File: config.mk
export PLATFORM = sky130hd
export DESIGN_NAME = hazard_controller_flat
export DESIGN_NICKNAME = d
export VERILOG_FILES = /design/src/rtl/hazard_pkg.sv /design/src/rtl/hazard_controller_if.sv /design/src/rtl/sat_counter.sv /design/src/rtl/hazard_controller.sv /design/src/flat_wrapper.sv
export SDC_FILE = /design/constraint.sdc
export NUM_CORES = 1
export LEC_CHECK = 0
export BUFFER_PORTS_ARGS = -buffer_cell sky130_fd_sc_hd__buf_2
export CAP_MARGIN = 5
export CORE_MARGIN = 2
export CORE_UTILIZATION = 50
export DETAILED_ROUTE_END_ITERATION = 10
export PLACE_DENSITY = 0.77
export SYNTH_ARGS = -nofsm -noshare
export SYNTH_HDL_FRONTEND = slang
export SYNTH_HIERARCHICAL = 1
export SYNTH_SLANG_ARGS = --single-unit
File: constraint.sdc
create_clock -name clk -period 3.9 [get_ports clk]
set_input_delay 0.195 -clock clk [delete_from_list [all_inputs] [get_ports clk]]
set_output_delay 0.195 -clock clk [all_outputs]
set_load 0.005 [all_outputs]
File: src/rtl/hazard_pkg.sv
// Shared types and helpers for the pipeline hazard controller.
package hazard_pkg;

    localparam int unsigned MD_LATENCY_MIN = 2;

    typedef enum logic [0:0] {
        RUN     = 1'b0,
        MD_BUSY = 1'b1
    } state_e;

    // One bundle for every stall/flush/done strobe the controller drives.
    typedef struct packed {
        logic stall_f;
        logic stall_d;
        logic stall_e;
        logic flush_d;
        logic flush_e;
        logic flush_m;
        logic md_done;
    } hazard_out_t;

    // Elaboration-time legality of the mul/div latency.
    function automatic bit md_latency_ok(input int lat);
        return (lat >= int'(MD_LATENCY_MIN));
    endfunction

    // Strobes while a mul/div op is still computing: freeze F/D/E, bubble into M.
    function automatic hazard_out_t md_stall_terms();
        hazard_out_t o;
        o         = '0;
        o.stall_f = 1'b1;
        o.stall_d = 1'b1;
        o.stall_e = 1'b1;
        o.flush_m = 1'b1;
        return o;
    endfunction

    // Branch/load-use strobes; a taken branch squashes D, so it beats load-use.
    function automatic hazard_out_t hazard_terms(input logic br, input logic lu);
        hazard_out_t o;
        o = '0;
        if (br) begin
            o.flush_d = 1'b1;
            o.flush_e = 1'b1;
        end else if (lu) begin
            o.stall_f = 1'b1;
            o.stall_d = 1'b1;
            o.flush_e = 1'b1;
        end else begin
            o = '0;
        end
        return o;
    endfunction

endpackage

File: src/rtl/hazard_controller_if.sv
// Hazard-controller bundle: pipeline register/hazard inputs and stall/flush outputs.
interface hazard_controller_if #(
    parameter int CNT_W = 16
);
    logic [4:0]       rs1D;
    logic [4:0]       rs2D;
    logic [4:0]       rdE;
    logic             memReadE;
    logic             pcSrcE;
    logic             mdStartE;
    logic             stallF;
    logic             stallD;
    logic             stallE;
    logic             flushD;
    logic             flushE;
    logic             flushM;
    logic             mdDone;
    logic [CNT_W-1:0] stallCount;
    logic [CNT_W-1:0] flushCount;

    // Pipeline side: supplies hazard inputs, consumes stall/flush controls.
    modport master (
        output rs1D, rs2D, rdE, memReadE, pcSrcE, mdStartE,
        input  stallF, stallD, stallE, flushD, flushE, flushM, mdDone,
        input  stallCount, flushCount
    );

    // Controller side.
    modport slave (
        input  rs1D, rs2D, rdE, memReadE, pcSrcE, mdStartE,
        output stallF, stallD, stallE, flushD, flushE, flushM, mdDone,
        output stallCount, flushCount
    );
endinterface

File: src/rtl/sat_counter.sv
// Saturating up-counter: holds at all-ones instead of wrapping.
module sat_counter #(
    parameter int CNT_W = 16
) (
    input  logic             clk,
    input  logic             rst,
    input  logic             inc,
    output logic [CNT_W-1:0] count
);
    localparam logic [CNT_W-1:0] ONE = CNT_W'(1);

    logic [CNT_W-1:0] count_q;
    logic [CNT_W-1:0] count_d;

    // Next count: step only when requested and not already at the ceiling.
    always_comb begin
        count_d = count_q;
        if (inc && (count_q != '1)) begin
            count_d = count_q + ONE;
        end else begin
            count_d = count_q;
        end
    end

    // Counter register with synchronous clear.
    always_ff @(posedge clk) begin
        if (rst) begin
            count_q <= '0;
        end else begin
            count_q <= count_d;
        end
    end

    assign count = count_q;

endmodule

File: src/rtl/hazard_controller.sv
// Pipeline sequencing controller: load-use stalls, branch flushes and
// multi-cycle mul/div holds for the 5-stage core, plus perf counters.
module hazard_controller
    import hazard_pkg::*;
#(
    parameter int MD_LATENCY = 4,
    parameter int CNT_W      = 16
) (
    input  logic               clk,
    input  logic               rst,
    hazard_controller_if.slave hz
);
    localparam int CW = $clog2(MD_LATENCY);
    localparam logic [CW-1:0] CNT_INIT = CW'(MD_LATENCY - 2);
    localparam logic [CW-1:0] CNT_ONE  = CW'(1);

    if (!md_latency_ok(MD_LATENCY)) begin : g_bad_md_latency
        $error("hazard_controller: MD_LATENCY must be at least 2");
    end

    state_e        state_q;
    state_e        state_d;
    logic [CW-1:0] cnt_q;
    logic [CW-1:0] cnt_d;
    hazard_out_t   out_s;
    logic          lu_s;
    logic          br_flush_s;

    // Hazard decode and next-state: outputs are combinational so the pipeline reacts in-cycle.
    always_comb begin
        state_d    = state_q;
        cnt_d      = cnt_q;
        out_s      = '0;
        br_flush_s = 1'b0;
        lu_s       = hz.memReadE && (hz.rdE != 5'd0) &&
                     ((hz.rdE == hz.rs1D) || (hz.rdE == hz.rs2D));
        if (rst) begin
            out_s   = '0;
            state_d = RUN;
            cnt_d   = '0;
        end else begin
            case (state_q)
                RUN: begin
                    if (hz.mdStartE) begin
                        // E holds a mul/div, so lu and pcSrcE do not apply.
                        out_s   = md_stall_terms();
                        state_d = MD_BUSY;
                        cnt_d   = CNT_INIT;
                    end else begin
                        out_s      = hazard_terms(hz.pcSrcE, lu_s);
                        br_flush_s = hz.pcSrcE;
                    end
                end
                MD_BUSY: begin
                    if (cnt_q != '0) begin
                        out_s = md_stall_terms();
                        cnt_d = cnt_q - CNT_ONE;
                    end else begin
                        // Result ready; mdStartE still belongs to this op, so it is ignored.
                        out_s         = hazard_terms(hz.pcSrcE, lu_s);
                        out_s.md_done = 1'b1;
                        br_flush_s    = hz.pcSrcE;
                        state_d       = RUN;
                    end
                end
                default: begin
                    out_s   = '0;
                    state_d = RUN;
                    cnt_d   = '0;
                end
            endcase
        end
    end

    // FSM state and mul/div down-counter.
    always_ff @(posedge clk) begin
        if (rst) begin
            state_q <= RUN;
            cnt_q   <= '0;
        end else begin
            state_q <= state_d;
            cnt_q   <= cnt_d;
        end
    end

    assign hz.stallF = out_s.stall_f;
    assign hz.stallD = out_s.stall_d;
    assign hz.stallE = out_s.stall_e;
    assign hz.flushD = out_s.flush_d;
    assign hz.flushE = out_s.flush_e;
    assign hz.flushM = out_s.flush_m;
    assign hz.mdDone = out_s.md_done;

    sat_counter #(.CNT_W(CNT_W)) u_stall_cnt (
        .clk   (clk),
        .rst   (rst),
        .inc   (out_s.stall_f),
        .count (hz.stallCount)
    );

    sat_counter #(.CNT_W(CNT_W)) u_flush_cnt (
        .clk   (clk),
        .rst   (rst),
        .inc   (br_flush_s),
        .count (hz.flushCount)
    );

endmodule
File: src/flat_wrapper.sv
// flat-port wrapper written by rule: the top's interface ports become plain ports
module hazard_controller_flat import hazard_pkg::*;
#(
    parameter int MD_LATENCY = 4,
    parameter int CNT_W      = 16
)
  (clk, rst, hz_rs1D, hz_rs2D, hz_rdE, hz_memReadE, hz_pcSrcE, hz_mdStartE, hz_stallF, hz_stallD, hz_stallE, hz_flushD, hz_flushE, hz_flushM, hz_mdDone, hz_stallCount, hz_flushCount);
  hazard_controller_if #(.CNT_W(CNT_W)) hz_i ();
  input  logic clk;
  input  logic rst;
  input wire logic [$bits(hz_i.rs1D)-1:0] hz_rs1D;
  input wire logic [$bits(hz_i.rs2D)-1:0] hz_rs2D;
  input wire logic [$bits(hz_i.rdE)-1:0] hz_rdE;
  input wire logic [$bits(hz_i.memReadE)-1:0] hz_memReadE;
  input wire logic [$bits(hz_i.pcSrcE)-1:0] hz_pcSrcE;
  input wire logic [$bits(hz_i.mdStartE)-1:0] hz_mdStartE;
  output wire logic [$bits(hz_i.stallF)-1:0] hz_stallF;
  output wire logic [$bits(hz_i.stallD)-1:0] hz_stallD;
  output wire logic [$bits(hz_i.stallE)-1:0] hz_stallE;
  output wire logic [$bits(hz_i.flushD)-1:0] hz_flushD;
  output wire logic [$bits(hz_i.flushE)-1:0] hz_flushE;
  output wire logic [$bits(hz_i.flushM)-1:0] hz_flushM;
  output wire logic [$bits(hz_i.mdDone)-1:0] hz_mdDone;
  output wire logic [$bits(hz_i.stallCount)-1:0] hz_stallCount;
  output wire logic [$bits(hz_i.flushCount)-1:0] hz_flushCount;
  assign hz_i.rs1D = hz_rs1D;
  assign hz_i.rs2D = hz_rs2D;
  assign hz_i.rdE = hz_rdE;
  assign hz_i.memReadE = hz_memReadE;
  assign hz_i.pcSrcE = hz_pcSrcE;
  assign hz_i.mdStartE = hz_mdStartE;
  assign hz_stallF = hz_i.stallF;
  assign hz_stallD = hz_i.stallD;
  assign hz_stallE = hz_i.stallE;
  assign hz_flushD = hz_i.flushD;
  assign hz_flushE = hz_i.flushE;
  assign hz_flushM = hz_i.flushM;
  assign hz_mdDone = hz_i.mdDone;
  assign hz_stallCount = hz_i.stallCount;
  assign hz_flushCount = hz_i.flushCount;
  hazard_controller #(.MD_LATENCY(MD_LATENCY), .CNT_W(CNT_W)) u_core (.clk(clk), .rst(rst), .hz(hz_i));
endmodule
* Word-level counts from Yosys, hierarchy flattened
Index checks and enable logic that the tools add are counted.
W data, S select, Z words.
** Storage, ports and cells
- Register bits :: 35
- Output and inout bits :: 39
** Cells by class
- Bitwise logic cells :: 1
- Multiplexer cells :: 18
- Equality and inequality tests :: 6
- Reduce and logical (&&, ||, !) cells :: 8
- Add/subtract/negate cells :: 3
** Operators with widths (number)
- $add A16 B1 Y16 const B :: 2
- $ne A16 B16 Y1 const B :: 2
- $mux W7 :: 3
- $pmux W7 S2 :: 1
- $eq A5 B5 Y1 :: 2
- $mux W2 :: 4
- $mux W1 :: 6
- $reduce_bool A5 Y1 :: 1
- $logic_and A1 B1 Y1 :: 4
- $ne A2 B2 Y1 const B :: 2
- $pmux W1 S2 :: 2
- $pmux W2 S2 :: 1
- $mux W3 :: 1
- $reduce_and A2 Y1 :: 1
- $reduce_bool A2 Y1 :: 1
- $sub A2 B1 Y2 const B :: 1
- $logic_or A1 B1 Y1 :: 1
- $not A1 Y1 :: 1

* Depth between registers and ports, before layout
- Depth after elaboration :: 9
- Depth in mapped cells :: 10

* Cells and area by module
Netlist, hierarchy kept.
** By module, submodules not included
- sat_counter :: seq. area each 320.3 µm², area each 848.3 µm², cells each 99, instances 2
- hazard_controller :: seq. area each 60.1 µm², area each 325.3 µm², cells each 41, instances 1

* Worst setup path after synthesis
No wires, ideal clock.
- Path kind :: reg2reg
- Start point :: register u_core.cnt_q[0]
- End point :: register u_core.u_stall_cnt.count_q[7], in the netlist u_core/u_stall_cnt/count[7]
- Arrival :: 2.100 ns
- Data required time :: 3.830 ns
- Stages on the path, launching flop included :: 10
- Buffers on the path :: 1
- Path slack :: 1.729 ns
- Path through :: dfxtp_1 -> inv_1 -> ha_1 -> nand2_1 -> o21ai_1 -> o22ai_1 -> nand2_1 -> clkbuf_1 -> or4_1 -> a21oi_1
** On the way
- Word-level cells in the longest chain between the ends :: 5
** Ends and longest elaborated chain
- start, declared :: RTL line hazard_controller.sv:23 : logic [CW-1:0] cnt_q;
- start signal, assigned :: RTL line hazard_controller.sv:82 : cnt_q <= cnt_d;
- $reduce_bool A2 Y1 :: RTL line hazard_controller.sv:55 : if (cnt_q != '0) begin
- $mux W7 :: RTL line hazard_controller.sv:55
- $pmux W7 S2 :: RTL line hazard_controller.sv:42 : case (state_q)
- $mux W7 :: RTL line hazard_controller.sv:37 : if (rst) begin
- $logic_and A1 B1 Y1 :: RTL line sat_counter.sv:18 : if (inc && (count_q != '1)) begin
- end signal, assigned :: RTL line sat_counter.sv:30 : count_q <= count_d;
- end, declared :: RTL line sat_counter.sv:12 : logic [CNT_W-1:0] count_q;
No other way between the ends.
A chain may end at the register's enable or synchronous reset.

* Worst setup path after layout
- Start point :: register u_core.cnt_q[0]
- End point :: register u_core.u_stall_cnt.count_q[11], in the netlist u_core/u_stall_cnt/count[11]
Same word-level chain as after synthesis.

==> summary by stage <==
STA
Setup repair after global routing left no endpoint under its margin. For the pin with the worst max-slew slack, the measured transition is 0.801 ns. Dividing the final minimum period by the clock period gives 0.686. Measured against its own limit, the worst slew margin works out to 0.462. The number of pins with negative max-slew slack in the final report is 0. Summed over all failing endpoints, the final setup total negative slack is 0 ns.

The final clock skew is 0.00651 ns. The achievable frequency is 374 MHz. Subtracting the final worst setup slack from the clock period gives 2.68 ns.

The worst path meets setup with 1.22 ns of slack. The number of setup violations in the final report is 0. The count of final hold-check violations was 0.

Floorplanning
Pin placement for this block handled 59 I/O pins. From left edge to right edge, the die measures 67.6 microns. In this run the standard cell core region covers 3940 sq um.

The initial utilization of the core area, before any placement, comes to 0.513. The count of standard-cell rows is 23. The die boundary height is 67.6 microns. The die footprint is 4570 sq um.

Pwr
In this run the power density over the cells is 309 nW/um^2. The maximum ir drop on the vdd rail is 0.000149 V. Summed over all cells, the static leakage comes to 0.973 nW.

Final layout
The number of diodes added for antenna fixing is 0. The number of nets at the end of the flow is 316. The non-filler instance count after layout is 343. From synthesis to final layout, the design area changed by 19.6%. The fraction of final layout cells sized beyond drive strength 1 is 0.253.

Place
The worst slack at placement is 1.14 ns. The placed wire-length estimate is 3170 microns. The final weighted congestion in routability-driven placement is 0.773. The total placed cells including tap cells is 336. The port buffer count is 58.

Clocking
The H-tree was split into 2 levels. The tree is rooted in a sky130_fd_sc_hd__clkbuf_8. The number of buffers created by CTS is 5. CTS saw 35 sinks. The clock network latency to the later pin of the worst-skew pair is 0.29 ns.

The clock tree from TritonCTS is yes. The buffer levels on the longest clock path is 2. Clock-pin slew was measured on the worst setup and hold paths at 0.06 ns. The number of hold buffers added after CTS is 0. In this run, post-CTS repair resized a total of 0 instances. The number of setup buffers added after CTS is 0.

Critical path
The classification of the worst setup path is register to register. Data arrives at the worst endpoint at 2.84 ns. STA classifies the critical path startpoint as a register. At the worst endpoint, the required time is 4.07 ns. In this run the worst path has a maximum fanout of 11. STA classifies the critical path endpoint as a register.

Run
Across the run, the number of max-cap violations was 0.

Synth
Yosys printed 6 warnings. The mean instance size in the synthesized netlist is 8.46 sq um. The flip-flop and latch count after synthesis is 35.

By area the synthesized netlist is led by sky130_fd_sc_hd__dfxtp_1 35%, sky130_fd_sc_hd__or4_1 5.2%, sky130_fd_sc_hd__a21oi_1 5.0%. Among all flip-flop cells after synthesis, the most frequent one is sky130_fd_sc_hd__dfxtp_1. The share of flip-flops with an asynchronous set or reset is 0. The portion of the post-synthesis area used by sequential elements is 0.347.

The number of nets produced by synthesis is 262. Summing every instance area after synthesis gives 2020 sq um. Counting instances in the post-synthesis netlist gives the leading cell types as 35 x sky130_fd_sc_hd__dfxtp_1, 20 x sky130_fd_sc_hd__a21oi_1, 18 x sky130_fd_sc_hd__nor2_1. The biggest area contributor in the post-synthesis netlist is sky130_fd_sc_hd__dfxtp_1. The top-area cell type share of the netlist area is 0.347.

In this run, synthesis inferred 0 flip-flops with an integrated enable. Synthesis produced a netlist whose cell count is 239. The count of distinct cell types in the synthesized netlist is 41.

In the post-synthesis netlist, the cell with the most instances is sky130_fd_sc_hd__dfxtp_1.

Drt
The first routing iteration left 198 violations. After detailed routing, the number of vias per cell comes to 5.96. After detailed routing, the average wire length per cell comes to 13.7 microns.

The number of search-and-repair iterations in the first detailed-routing pass is 4. In the routed design, unresolved DRC markers number 0. In this run the remaining antenna-violating nets after routing total 0.

After detailed routing, the total wire length is 4710 microns. The via count is 2045.

Global routing
The number of global-route vias before repair is 1775. The largest net degree at the start of global routing is 44. The total overflow left after global routing is 0.

The global-route wire length before repair is 7760 microns. Across every metal layer, demand over resource in global routing totals 0.218. The initial antenna violation count is 0.

Worst hold path
The class of the tightest hold or removal check is primary input to register.

Status
The run finished with clean final reports.
-- per-layer routing --
metal  global-route usage  share of wire  vias up
met5                    0              0        -
met1                0.266           0.45      965
met4               0.0612          0.012        0
met2                0.375           0.48       62
met3               0.0600          0.056        9
li1                     -              -     1009
-- layout by cell type, fill, tap and decap left out, drive strengths merged, types with 2 or more instances in the layout --
master	n
nor2b	5
nand3b	3
and4	6
buf	58
o311ai	2
nor4bb	2
nand4	8
nor3	10
xnor2	4
and3	2
nor2	18
mux2	2
o21ai	10
clkbuf	6
nand3	12
nor4	6
or4	15
o21a	2
xor2	10
inv	9
o41ai	2
o31ai	13
a21oi	20
ha	3
nand2	15
or3	7
dfxtp	35
mux2i	3
-- worst max-delay path: stages, from the launching register on --
cell and delay (ns):
sky130_fd_sc_hd__dfxtp_1 0.31, sky130_fd_sc_hd__inv_1 0.05, sky130_fd_sc_hd__ha_1 0.20, sky130_fd_sc_hd__nand2_1 0.07, sky130_fd_sc_hd__o21ai_1 0.17, sky130_fd_sc_hd__o22ai_1 0.54, sky130_fd_sc_hd__nand2_1 0.39, sky130_fd_sc_hd__nor4bb_1 0.44
sky130_fd_sc_hd__mux2_2 0.39
-- cells by family (layout without fill, tap and decap cells) --
| group | count (synthesis) | after routing | share of synthesized area |
|---|---|---|---|
| xor gates and xnor gates | 14 | 14 | 0.0606 |
| DFF | 35 | 35 | 0.347 |
| muxes | 5 | 5 | 0.0260 |
| buffers and inverters | 20 | 74 | 0.0458 |
| and+or+nand+nor | 110 | 110 | 0.342 |
| adders and majority gates | 3 | 3 | 0.0186 |
| AOI/OAI and AO/OA | 52 | 52 | 0.160 |
-- where the power goes --
part	internal, mW	switching, mW	total, mW
Combinational	0.0275	0.0357	0.0632
Clock	0.187	0.129	0.316
Sequential	0.363	0.00412	0.367
Total	0.577	0.169	0.746
-- final timing paths --
check,end,startpoint,slack (ns),cells past startpoint
setup reg to reg,u_core/u_stall_cnt/count[11],u_core/cnt_q[0],1.22,8
hold reg to reg,u_core/cnt_q[1],u_core/cnt_q[1],0.48,2
setup / recovery,u_core/u_stall_cnt/count[11],u_core/cnt_q[0],1.22,8
hold / removal,u_core/state_q,hz_mdStartE,0.30,3
-- per-stage QoR --
step	hold WS (ns)	utilization	area (sq um)	total power, mW
2_1_floorplan	0.376	-	2020	0.415
3_3_place_gp	0.464	0.587	2320	0.437
3_5_place_dp	0.472	0.587	2320	0.438
4_1_cts	0.297	0.613	2420	0.753
5_1_grt	0.373	0.613	2420	0.776
6_report	0.304	0.613	2420	0.746
-- cell type report --
cell class,count,area (sq um)
Tap cell,50,62.6
Clock inverter,1,30.0
Fill cell,358,1520
Inverter,9,33.8
Multi-Input combinational cell,184,1230
Sequential cell,35,701
Clock buffer,6,72.6
Timing Repair Buffer,58,290
-- flip-flops by register name, summed over array words and instances, names as in the netlist --
signal,count
u_core/u_stall_cnt/count,16
u_core/u_flush_cnt/count,16
u_core/state_q,1
u_core/cnt_q,2
Power figures use the tool's default switching activity.
